===== config.mk =====
export PLATFORM = sky130hd
export DESIGN_NAME = symbol_writer_flat
export DESIGN_NICKNAME = d
export VERILOG_FILES = /design/src/rtl/symbol_writer_pkg.sv /design/src/rtl/symbol_writer_if.sv /design/src/rtl/symbol_writer_timeout.sv /design/src/rtl/symbol_writer.sv /design/src/flat_wrapper.sv
export SDC_FILE = /design/constraint.sdc
export NUM_CORES = 1
export LEC_CHECK = 0
export CAP_MARGIN = 20
export CORE_MARGIN = 3
export CORE_UTILIZATION = 45
export DETAILED_ROUTE_END_ITERATION = 8
export GPL_TIMING_DRIVEN = 0
export PLACE_DENSITY_LB_ADDON = 0.2
export SYNTH_ARGS = -nofsm -noshare
export SYNTH_HDL_FRONTEND = slang
export SYNTH_SLANG_ARGS = --single-unit

===== constraint.sdc =====
create_clock -name clk -period 1.2 [get_ports clk]
set_input_delay 0.12 -clock clk [delete_from_list [all_inputs] [get_ports clk]]
set_output_delay 0.12 -clock clk [all_outputs]
set_load 0.01 [all_outputs]

===== src/rtl/symbol_writer_pkg.sv =====
// symbol_writer_pkg: shared widths, FSM state type and bit-reverse helper for the glyph loader.
package symbol_writer_pkg;
  localparam int GLYPH_W = 8;
  localparam int GLYPH_ROWS = 16;
  localparam int CODE_W = 8;
  localparam int GLYPH_ADDR_W = 12;
  typedef enum logic [1:0] {IDLE, ROWS, DONE} state_e;
  function automatic logic [GLYPH_W-1:0] bitrev8(input logic [GLYPH_W-1:0] d);
    for (int i = 0; i < GLYPH_W; i++) bitrev8[GLYPH_W-1-i] = d[i];
  endfunction
endpackage


===== src/rtl/symbol_writer_if.sv =====
// symbol_writer_if: byte-stream input, glyph RAM write port and status flags of the glyph loader.
interface symbol_writer_if;
  import symbol_writer_pkg::*;
  logic in_valid;
  logic [GLYPH_W-1:0] in_data;
  logic in_ready;
  logic wr_en;
  logic [GLYPH_ADDR_W-1:0] wr_addr;
  logic [GLYPH_W-1:0] wr_data;
  logic busy;
  logic done;
  logic err;
  modport master (input in_valid, in_data, output in_ready, wr_en, wr_addr, wr_data, busy, done, err);
  modport slave (output in_valid, in_data, input in_ready, wr_en, wr_addr, wr_data, busy, done, err);
endinterface


===== src/rtl/symbol_writer_timeout.sv =====
// symbol_writer_timeout: idle-cycle counter; expired_o pulses on the TIMEOUT-th consecutive enabled, uncleared cycle.
module symbol_writer_timeout #(
  parameter int TIMEOUT = 1024
) (
  input  logic clk,
  input  logic rst,
  input  logic clr_i,
  input  logic en_i,
  output logic expired_o
);
  localparam int CNT_W = $clog2(TIMEOUT);
  logic [CNT_W-1:0] cnt_q, cnt_d;
  always_comb cnt_d = clr_i ? '0 : en_i ? cnt_q + 1'b1 : cnt_q;
  assign expired_o = en_i && !clr_i && cnt_q == CNT_W'(TIMEOUT - 1);
  always_ff @(posedge clk) cnt_q <= rst ? '0 : cnt_d;
endmodule


===== src/rtl/symbol_writer.sv =====
// symbol_writer: loads 8x16 glyphs from a valid/ready byte stream into the glyph RAM write port.
// Define SYMBOL_WRITER_BITREV_EN to store row bytes bit-reversed for read sides indexing [7-pix_x].
module symbol_writer import symbol_writer_pkg::*; #(
  parameter int ROWS = GLYPH_ROWS,
  parameter int TIMEOUT = 1024
) (
  input logic clk,
  input logic rst,
  symbol_writer_if.master bus
);
  localparam int ROW_W = $clog2(ROWS);
  state_e state_q, state_d;
  logic [CODE_W-1:0] code_q, code_d;
  logic [ROW_W-1:0] row_q, row_d;
  logic ready_q, wr_en_q, wr_en_d, err_q;
  logic [GLYPH_ADDR_W-1:0] wr_addr_q, wr_addr_d;
  logic [GLYPH_W-1:0] wr_data_q, wr_data_d, row_bits;
  logic accept, in_rows, expired;
  assign accept = bus.in_valid && ready_q;
  assign in_rows = state_q == symbol_writer_pkg::ROWS;
`ifdef SYMBOL_WRITER_BITREV_EN
  assign row_bits = bitrev8(bus.in_data);
`else
  assign row_bits = bus.in_data;
`endif
  symbol_writer_timeout #(.TIMEOUT(TIMEOUT)) u_timeout (
    .clk,
    .rst,
    .clr_i(accept || !in_rows),
    .en_i(in_rows),
    .expired_o(expired)
  );
  always_comb begin
    state_d = state_q;
    code_d = code_q;
    row_d = row_q;
    wr_en_d = 1'b0;
    wr_addr_d = wr_addr_q;
    wr_data_d = wr_data_q;
    case (state_q)
      IDLE: if (accept) begin
        code_d = bus.in_data;
        row_d = '0;
        state_d = symbol_writer_pkg::ROWS;
      end
      symbol_writer_pkg::ROWS: if (accept) begin
        wr_en_d = 1'b1;
        wr_addr_d = GLYPH_ADDR_W'({code_q, row_q});
        wr_data_d = row_bits;
        row_d = row_q + 1'b1;
        state_d = row_q == ROW_W'(ROWS - 1) ? DONE : symbol_writer_pkg::ROWS;
      end else if (expired) begin
        state_d = IDLE;
      end
      default: state_d = IDLE;
    endcase
  end
  // in_ready is registered from the next state so it never depends on in_valid
  always_ff @(posedge clk) begin
    if (rst) begin
      state_q <= IDLE;
      code_q <= '0;
      row_q <= '0;
      ready_q <= 1'b0;
      wr_en_q <= 1'b0;
      wr_addr_q <= '0;
      wr_data_q <= '0;
      err_q <= 1'b0;
    end else begin
      state_q <= state_d;
      code_q <= code_d;
      row_q <= row_d;
      ready_q <= state_d != DONE;
      wr_en_q <= wr_en_d;
      wr_addr_q <= wr_addr_d;
      wr_data_q <= wr_data_d;
      err_q <= expired;
    end
  end
  assign bus.in_ready = ready_q;
  assign bus.wr_en = wr_en_q;
  assign bus.wr_addr = wr_addr_q;
  assign bus.wr_data = wr_data_q;
  assign bus.busy = state_q != IDLE;
  assign bus.done = state_q == DONE;
  assign bus.err = err_q;
endmodule


===== src/flat_wrapper.sv =====
// flat-port wrapper written by rule: the top's interface ports become plain ports
module symbol_writer_flat import symbol_writer_pkg::*;
#(
  parameter int ROWS = GLYPH_ROWS,
  parameter int TIMEOUT = 1024
)
  (clk, rst, bus_in_valid, bus_in_data, bus_in_ready, bus_wr_en, bus_wr_addr, bus_wr_data, bus_busy, bus_done, bus_err);
  symbol_writer_if bus_i ();
  input logic clk;
  input logic rst;
  input wire logic [$bits(bus_i.in_valid)-1:0] bus_in_valid;
  input wire logic [$bits(bus_i.in_data)-1:0] bus_in_data;
  output wire logic [$bits(bus_i.in_ready)-1:0] bus_in_ready;
  output wire logic [$bits(bus_i.wr_en)-1:0] bus_wr_en;
  output wire logic [$bits(bus_i.wr_addr)-1:0] bus_wr_addr;
  output wire logic [$bits(bus_i.wr_data)-1:0] bus_wr_data;
  output wire logic [$bits(bus_i.busy)-1:0] bus_busy;
  output wire logic [$bits(bus_i.done)-1:0] bus_done;
  output wire logic [$bits(bus_i.err)-1:0] bus_err;
  assign bus_i.in_valid = bus_in_valid;
  assign bus_i.in_data = bus_in_data;
  assign bus_in_ready = bus_i.in_ready;
  assign bus_wr_en = bus_i.wr_en;
  assign bus_wr_addr = bus_i.wr_addr;
  assign bus_wr_data = bus_i.wr_data;
  assign bus_busy = bus_i.busy;
  assign bus_done = bus_i.done;
  assign bus_err = bus_i.err;
  symbol_writer #(.ROWS(ROWS), .TIMEOUT(TIMEOUT)) u_core (.clk(clk), .rst(rst), .bus(bus_i));
endmodule

Word-level counts from Yosys, hierarchy flattened
Cells that the tools add are included.
{ "totals": {"ff_bits": 47, "inputBits": 11, "out_inout_bits": 25, "wordCells": 42} }
{ "classes": {"n_addsub": 2, "eq_ne": 7, "n_mux": 9, "n_bitwise": 1, "n_reduce_logical": 14} }
{ "ops": {"columns": ["cell", "count"], "rows": [
  ["$add A10 B1 Y10 const B", 1],
  ["$eq A10 B10 Y1 const B", 1],
  ["$mux W2", 4],
  ["$mux W4", 2],
  ["$pmux W4 S2", 1],
  ["$add A4 B1 Y4 const B", 1],
  ["$eq A4 B4 Y1 const B", 1],
  ["$ne A2 B1 Y1 const B", 2],
  ["$pmux W2 S2", 1],
  ["$reduce_and A2 Y1", 2],
  ["$reduce_bool A2 Y1", 2],
  ["$reduce_or A2 Y1", 2],
  ["$logic_and A1 B1 Y1", 3],
  ["$reduce_and A3 Y1", 1],
  ["$eq A2 B1 Y1 const B", 1],
  ["$eq A2 B2 Y1 const B", 1],
  ["$logic_not A1 Y1", 2],
  ["$logic_not A2 Y1", 1],
  ["$ne A2 B2 Y1 const B", 1],
  ["$logic_or A1 B1 Y1", 1],
  ["$mux W1", 1],
  ["$not A1 Y1", 1]
]} }

Depth between registers and ports, before layout
Gate-level depths: netlist of the first run.
{ "logic_depth": {"ltp_word": 10, "ltp_mapped": 5, "mapped_depth_nobuf": 4} }

Modules after synthesis
Synthesis of the first run repeated with hierarchy kept, for this count alone.
{ "hier_totals": {"hier_cells": 208, "hier_area_um2": 1889.3} }
{ "modules_own_cells": {"columns": ["mod", "instances", "cells_per_inst", "area_per_inst_um2", "seq_area_each_um2"], "rows": [
  ["symbol_writer", 1, 156, 1412.6, 740.7],
  ["symbol_writer_timeout", 1, 52, 476.7, 200.2]
]} }

Worst setup path after synthesis of the first run
Ideal clock, no wire load.
{ "synth_path": {"path_kind": "register to register", "startpoint": "register u_core.u_timeout.cnt_q[0]", "endpoint": "register u_core.u_timeout.cnt_q[6]", "setup_time_ns": 0.070, "arrival_time_ns": 1.236, "t_required_ns": 1.130, "setup_slack_ns": -0.105, "path_stages_with_launch": 5, "path_buffers": 0, "synth_period_minus_slack_ns": 1.305, "path_cell_list": "dfxtp_1 > ha_1 > nand3b_2 > or4_1 > a21oi_1"} }
{ "synth_via": {"elab_chain_cells": 1} }
{ "synth_lines": {"columns": ["item", "line", "rtl"], "rows": [
  ["start: declaration", "symbol_writer_timeout.sv:12", "logic [CNT_W-1:0] cnt_q, cnt_d;"],
  ["start signal: assignment", "symbol_writer_timeout.sv:15", "always_ff @(posedge clk) cnt_q <= rst ? '0 : cnt_d;"],
  ["$add A10 B1 Y10", "symbol_writer_timeout.sv:13", "always_comb cnt_d = clr_i ? '0 : en_i ? cnt_q + 1'b1 : cnt_q;"]
]} }
No other way between the ends.
A chain may end at the register's enable or synchronous reset.

Worst setup path in the final report of the first run
{ "layout_path": {"startpoint": "register u_core.state_q[1]", "endpoint": "register u_core.wr_addr_q[11], in the netlist u_core.bus.wr_addr[11]"} }
{ "layout_via": {"elab_chain_cells": 2} }
{ "layout_lines": {"columns": ["item", "line", "rtl"], "rows": [
  ["start: declaration", "symbol_writer.sv:12", "state_e state_q, state_d;"],
  ["start signal: assignment", "symbol_writer.sv:70", "state_q <= state_d;"],
  ["$eq A2 B1 Y1", "symbol_writer.sv:40", "case (state_q)"],
  ["$reduce_and A2 Y1 (no line)", null, null],
  ["end signal: assignment", "symbol_writer.sv:75", "wr_addr_q <= wr_addr_d;"],
  ["end: declaration", "symbol_writer.sv:16", "logic [GLYPH_ADDR_W-1:0] wr_addr_q, wr_addr_d;"]
]} }
No other way between the ends.

==> run_results.csv, run 1 <==
group,metric,value,unit
floorplan,die_h,69.69,um
grt,grt_use_met1,20.63,%
cells_and_area,nets,273,
timing,worstMarginPinSlew,0.6497,ns
clocking,cts_buffers,5,
setup_path,r2r_cells,5,
yosys,muxShareOfSynthArea,4.387,%
grt,met2_usage,28.28,%
timing,fin_crit,1.366,ns
setup_path,critPathMaxStageDelay,0.35,ns
setup_path,criticalPathCategory,"register to register",
yosys,synth_top_family_by_area,"simple AND/OR/NAND/NOR gates",
floorplan,rows,22,
flow_run,cap_violations,0,
placement,dpl.hpwl,2.743,mm
timing,finalClockSkew,0.004356,ns
timing,hold_viol,0,
yosys,async_flop_share,0,%
worst_hold_path,min-delay-path-class,"input pin to register",
yosys,synth-edff-count,0,
yosys,synth_top_area_share,51.54,%
yosys,synthAdderAreaFrac,1.371,%
floorplan,start_util,48.41,%
worst_hold_path,min_path_cells,2,
run_status,status,"complete, but fails checks",
yosys,synthesis.area,0.001826,mm^2
floorplan,die-area,0.004857,mm^2
yosys,synth-simple-area-share,24.81,%
placement,placed_area,0.002265,mm^2
yosys,yosys-top-cells-area,"dfxtp_1, nand2_1, a21oi_1",
clocking,holdBufCountCts,0,
setup_path,cp.arrival,1.52,ns
yosys,synth-compound-area-share,12.82,%
cells_and_area,area_growth,47.64,%
yosys,synth_xor_area_share,0.4798,%
yosys,synth_ff_type,"dfxtp_1",
timing,finalSetupViolations,44,
drt,vias_per_cell,5.354,
setup_path,critPathBufInv,2,
setup_path,crit_required,1.36,ns
setup_path,cpMaxStageDelayCell,"dfxtp_2",
grt,grt_pass1_wl,6.665,mm
grt,first_global_vias,1493,
timing,setup_ws,-0.1661,ns
cells_and_area,layout_commonest_cell,"dfxtp_1",
grt,gr-total-overflow,0,
drt,vias,1649,
timing,rsz0062_at_grt,"yes",
clocking,cts_sinks,47,
setup_path,crit_chain,"buf_6, nand4b_1, clkbuf_8, nand2_1, a21oi_1",
cells_and_area,fin_area,0.002695,mm^2
grt,antenna_found_initial,0,
clocking,cts_tree,"done",
setup_path,start_kind,"register",
drt,drc_errors,0,
setup_path,critPathTopFamily,"simple AND/OR/NAND/NOR gates",
grt,grt_max_degree,15,
drt,wl_per_cell,14.99,um
run_status,violations,"negative setup slack",
setup_path,crit_fanout,5,
cells_and_area,diodes,0,
floorplan,core,0.003771,mm^2
yosys,synth_area_leader_cell,"dfxtp_1",
placement,port_buffers,34,
setup_path,cp.depth,5,
floorplan,chipWidth,69.69,um
timing,period_share,113.8,%
yosys,synth_seq_cells,47,
timing,finalMaxSlewViolations,0,
power_and_ir_drop,power.density,1076,mW/mm^2
clocking,clockBufferDepth,2,
clocking,cts_root_buf,"clkbuf_8",
setup_path,crit_path_end_kind,"register",
timing,tns,-4.366,ns
grt,grt_use_met3,6.087,%
grt,grt_util_all_layers,17.01,%
yosys,syn_avg_cell_area,8.905,um^2
yosys,synth.distinct_cells,38,
drt,ant_nets,0,
clocking,clkTransAtPathRegs,0.09,ns
yosys,synth_seq_area_share,51.54,%
cells_and_area,drive_above_1_share,36.15,%
power_and_ir_drop,power_leakage,1.074,nW
yosys,synthesis.nets,218,
power_and_ir_drop,peakVddDrop,0.8725,mV
drt,drt_pre_antenna_iters,4,
clocking,htree_levels,2,
grt,grt_busiest_layer,"met2",
timing,max_freq,732.0,MHz
cells_and_area,mostFrequentLayoutCells,"dfxtp_1, nand2_1, dlygate4sd2_1",
drt,routed_wl,4.616,mm
placement,gp_congestion,0.7805,
timing,relSlewSlack,56.69,%
yosys,postSynthCellCount,205,
clocking,clk_latency,0.30,ns
yosys,ys.warnings.count,0,
floorplan,ioPinCount,36,
drt,drt_iter0_drc,67,
==> state kept, by name (all words and copies together) (netlist names) <==
name                    flops
u_core.u_timeout.cnt_q     10
u_core.row_q                4
u_core.code_q               8
u_core.bus.wr_addr         12
u_core.bus.wr_data          8
u_core.bus.wr_en            1
u_core.bus.err              1
u_core.bus.in_ready         1
u_core.state_q              2
==> where the power goes <==
group	switching [mW]	internal (mW)
sequential	0.0212	1.58
clock	0.519	0.525
combinational	0.125	0.129
total	0.664	2.24
==> synthesized netlist by cell type, types with 2 or more instances <==
cell and count:
nor3_1 2, buf_2 4, ha_1 2, o21ai_0 6, o31ai_1 4, or3_1 3, mux2i_1 8, or4_1 4
dfxtp_1 47, a21oi_1 29, nand3_1 5, inv_1 2, nand2_1 45, clkbuf_1 6, nor2_1 14, buf_6 2
==> metal layers <==
metal / up-vias / part of all wire [%]
li1: 811 / -
met1: 789 / 43
met2: 40 / 50
met3: 9 / 5.4
met4: 0 / 1.4
met5: - / 0
==> worst paths after layout <==
kind	startpoint	slack, ns	to
setup / recovery	u_core.state_q[1]$_SDFF_PP0_	-0.17	u_core.bus.wr_addr[11]$_SDFFE_PP0P_
hold reg to reg	u_core.bus.wr_addr[5]$_SDFFE_PP0P_	0.46	u_core.bus.wr_addr[5]$_SDFFE_PP0P_
setup reg to reg	u_core.state_q[1]$_SDFF_PP0_	-0.17	u_core.bus.wr_addr[11]$_SDFFE_PP0P_
hold / removal	rst	0.29	u_core.bus.wr_data[0]$_SDFFE_PP0P_
==> cell type report <==
class                           count  area [um^2]
Fill cell                         302         1076
Inverter                            3        11.26
Clock inverter                      1        7.507
Multi-Input combinational cell    142        999.7
Tap cell                           48        60.06
Clock buffer                        6        93.84
Sequential cell                    47        962.2
Buffer                             13        128.9
Timing Repair Buffer               48        431.7
==> through the flow <==
step / hold WS (ns) / utilization, % / setup WS (ns) / total power [mW] / std cells
after global routing: 0.3284 / 71.47 / -0.2066 / 3.010 / 308
after CTS: 0.2565 / 66.16 / -0.1036 / 2.895 / 305
after detailed placement: 0.4486 / 60.05 / -0.3908 / 1.832 / 287
after floorplan: 0.2560 / - / 0.0001992 / 1.744 / 205
after global placement: 0.4422 / 60.05 / -0.3660 / 1.831 / 287
final: 0.2949 / 71.47 / -0.1661 / 2.901 / 308
==> kinds of logic after synthesis <==
logic type	Yosys count
AO/OA/AOI/OAI	43
XOR/XNOR	1
adder cells (fa/ha/maj)	2
buffers and inverters	16
flip-flops	47
multiplexers	8
AND/OR/NAND/NOR	88
==> what timing repair did <==
action	4_1_cts	5_1_grt
gates resized for setup	60	55
gates cloned	3	3
pin swaps	6	30
setup endpoints to repair	65	46
buffers inserted	8	0
No activity file was read; power rests on OpenSTA's default activity.
==> inputs of run 2 (changes only) <==
--- a/config.mk
+++ b/config.mk
@@ -5,12 +5,13 @@
 export SDC_FILE = /design/constraint.sdc
 export NUM_CORES = 1
 export LEC_CHECK = 0
-export CAP_MARGIN = 20
+export ABC_CLOCK_PERIOD_IN_PS = 1200
 export CORE_MARGIN = 3
 export CORE_UTILIZATION = 45
 export DETAILED_ROUTE_END_ITERATION = 8
 export GPL_TIMING_DRIVEN = 0
 export PLACE_DENSITY_LB_ADDON = 0.2
+export RECOVER_POWER = 25
 export SYNTH_ARGS = -nofsm -noshare
 export SYNTH_HDL_FRONTEND = slang
 export SYNTH_SLANG_ARGS = --single-unit
==> results of run 2 <==
The final DEF is identical to that of run 1; final timing and power are the same.
==> inputs of run 3 (changes only) <==
--- a/config.mk
+++ b/config.mk
@@ -9,9 +9,9 @@
 export CORE_MARGIN = 3
 export CORE_UTILIZATION = 45
 export DETAILED_ROUTE_END_ITERATION = 8
-export GPL_TIMING_DRIVEN = 0
 export PLACE_DENSITY_LB_ADDON = 0.2
 export RECOVER_POWER = 25
 export SYNTH_ARGS = -nofsm -noshare
 export SYNTH_HDL_FRONTEND = slang
 export SYNTH_SLANG_ARGS = --single-unit
+export TNS_END_PERCENT = 50
==> run 3 against run 2 <==
Compared with the run above:
- the run still ends with negative setup slack left
- total power increased by 2.9%
- maximum frequency increased by 2.0%
- cell count increased by 1.6%
- critical path type unchanged
- critical endpoint is now u_core.bus.wr_data[3]$_SDFFE_PP0P_
==> run_results.csv, run 3 (synthesis gave the netlist of run 1 again) <==
group,metric,value,unit
drt,ant_nets,0,
placement,dp_cells,297,
power_and_ir_drop,power.density,1110,mW/mm^2
setup_path,criticalPathCategory,"register to register",
drt,vias,1652,
grt,grt_util_all_layers,17.34,%
power_and_ir_drop,pwr-share-clk,38.2,%
floorplan,chipWidth,69.69,um
floorplan,core,0.003771,mm^2
clocking,htree_levels,2,
grt,grt_pass1_wl,6.927,mm
clocking,cts_buffers,5,
setup_path,crit_fanout,7,
setup_path,crit_required,1.43,ns
floorplan,ioPinCount,36,
setup_path,crit_chain,"buf_4, and4b_4, clkbuf_16, nand2_1, a21oi_2",
cells_and_area,multi_input_area,913.4,um^2
drt,routed_wl,4.471,mm
floorplan,start_util,48.41,%
cells_and_area,final_util,71.27,%
cells_and_area,nets,278,
power_and_ir_drop,p_comb_share,8.3,%
clocking,holdBufCountCts,0,
setup_path,cp.arrival,1.57,ns
timing,hold_viol,0,
cells_and_area,fill_cells,297,
grt,first_global_vias,1589,
drt,drc_errors,0,
placement,port_buffers,35,
timing,finalClockSkew,0.007475,ns
power_and_ir_drop,switchingPower,664.0,uW
power_and_ir_drop,p_int,2.321,mW
clocking,cts_root_buf,"clkbuf_8",
grt,gr-total-overflow,0,
timing,finalMaxSlewViolations,0,
power_and_ir_drop,peakVddDrop,0.8415,mV
setup_path,start_kind,"register",
timing,relSlewSlack,83.50,%
clocking,cts_tree,"done",
setup_path,cpMaxStageDelayCell,"and4b_4",
cells_and_area,mostFrequentLayoutCells,"nand2_1, dfxtp_1, dlygate4sd2_1",
cells_and_area,ff_latch_area,963.4,um^2
run_status,violations,"negative setup slack",
clocking,cts_sinks,47,
cells_and_area,diodes,0,
cells_and_area,largest_reg_flops,12,
clocking,clockBufferDepth,2,
placement,gp_congestion,0.7696,
timing,rsz0062_at_grt,"yes",
grt,antenna_found_initial,0,
worst_hold_path,min_path_cells,3,
grt,grt_max_degree,21,
flow_run,cap_violations,0,
setup_path,r2r_cells,5,
cells_and_area,fin_cells,313,
drt,wl_per_cell,14.28,um
setup_path,crit_path_end_kind,"register",
clocking,clk_latency,0.30,ns
placement,dpl.hpwl,2.802,mm
drt,vias_per_cell,5.278,
floorplan,die-area,0.004857,mm^2
setup_path,critPathMaxStageDelay,0.40,ns
timing,period_share,111.6,%
timing,setup_ws,-0.1398,ns
cells_and_area,drive_above_1_share,30.57,%
floorplan,rows,22,
run_status,status,"complete, but fails checks",
timing,max_freq,746.4,MHz
worst_hold_path,min-delay-path-class,"input pin to register",
power_and_ir_drop,swShare,22.25,%
power_and_ir_drop,seq_power_share,53.6,%
drt,drt_pre_antenna_iters,4,
power_and_ir_drop,power_leakage,1.107,nW
cells_and_area,area_growth,47.22,%
floorplan,die_h,69.69,um
drt,drt_iter0_drc,90,
placement,pre_cts_ws,-0.3065,ns
timing,fin_crit,1.340,ns
timing,finalSetupViolations,41,
timing,worstMarginPinSlew,0.2475,ns
clocking,clkTransAtPathRegs,0.09,ns
## run 3: changes by cell type in the layout (fill, tap and decap cells not counted), sizes merged
cell / previous run / this run
buf: 23 / 28
clkbuf: 12 / 10
bufinv: 0 / 1
clkdlybuf4s50: 9 / 10
clkinvlp: 1 / 0
inv: 3 / 4
## run 3: worst paths after layout
kind,endpoint,slack (ns),from
worst min register to register,u_core.bus.wr_addr[10]$_SDFFE_PP0P_,0.45,u_core.bus.wr_addr[10]$_SDFFE_PP0P_
worst min-delay path,u_core.bus.wr_data[7]$_SDFFE_PP0P_,0.40,bus_in_data[7]
worst max-delay path,u_core.bus.wr_data[3]$_SDFFE_PP0P_,-0.14,u_core.state_q[1]$_SDFF_PP0_
worst max register to register,u_core.bus.wr_data[3]$_SDFFE_PP0P_,-0.14,u_core.state_q[1]$_SDFF_PP0_
## run 3: through the flow
| step | TNS [ns] | total power [mW] | hold slack [ns] | area [um^2] |
|---|---|---|---|---|
| 2_1_floorplan | -0.01210 | 1.744 | 0.2560 | 1864 |
| 3_3_place_gp | -6.172 | 1.859 | 0.4424 | 2411 |
| 3_5_place_dp | -6.734 | 1.861 | 0.4452 | 2411 |
| 4_1_cts | -1.940 | 2.964 | 0.3979 | 2564 |
| 5_1_grt | -5.776 | 3.094 | 0.3986 | 2688 |
| 6_report | -3.222 | 2.985 | 0.3980 | 2688 |
## run 3: metal layers
layer  up-vias  global-route usage (%)  wire length [um]
met4         0                   6.383                32
li1        823                       -                 -
met2        29                   28.07              2319
met5         -                       0                 0
met3         5                   3.913               134
met1       795                   22.58              1985
## run 3: layout make-up
| class | count | share of cell area (%) |
|---|---|---|
| Clock buffer | 5 | 2.561 |
| Sequential cell | 47 | 35.85 |
| Multi-Input combinational cell | 142 | 33.99 |
| Timing Repair Buffer | 66 | 23.60 |
| Inverter | 3 | 0.4190 |
| Clock inverter | 2 | 1.350 |
| Tap cell | 48 | 2.235 |
## run 3: worst max-delay path, delay by kind of cell, from the launching register on
family	cells	cell delay, ns
and+or+nand+nor	2	0.47
DFF	1	0.37
buffers and inverters	2	0.31
AOI/OAI and AO/OA	1	0.13
## run 3: power groups by stage
stage	clock network, mW	logic [mW]	registers, mW
global placement	0	0.214	1.65
detailed placement	0	0.214	1.65
global route	1.22	0.267	1.60
CTS	1.14	0.224	1.60
floorplan	0	0.101	1.64
finish	1.14	0.247	1.60
## run 3: timing repair
action                     CTS  global route
pin swaps                    6             2
resized for setup           37            26
cloned                       0             2
setup endpoints to repair   64            44
buffers inserted             6             1
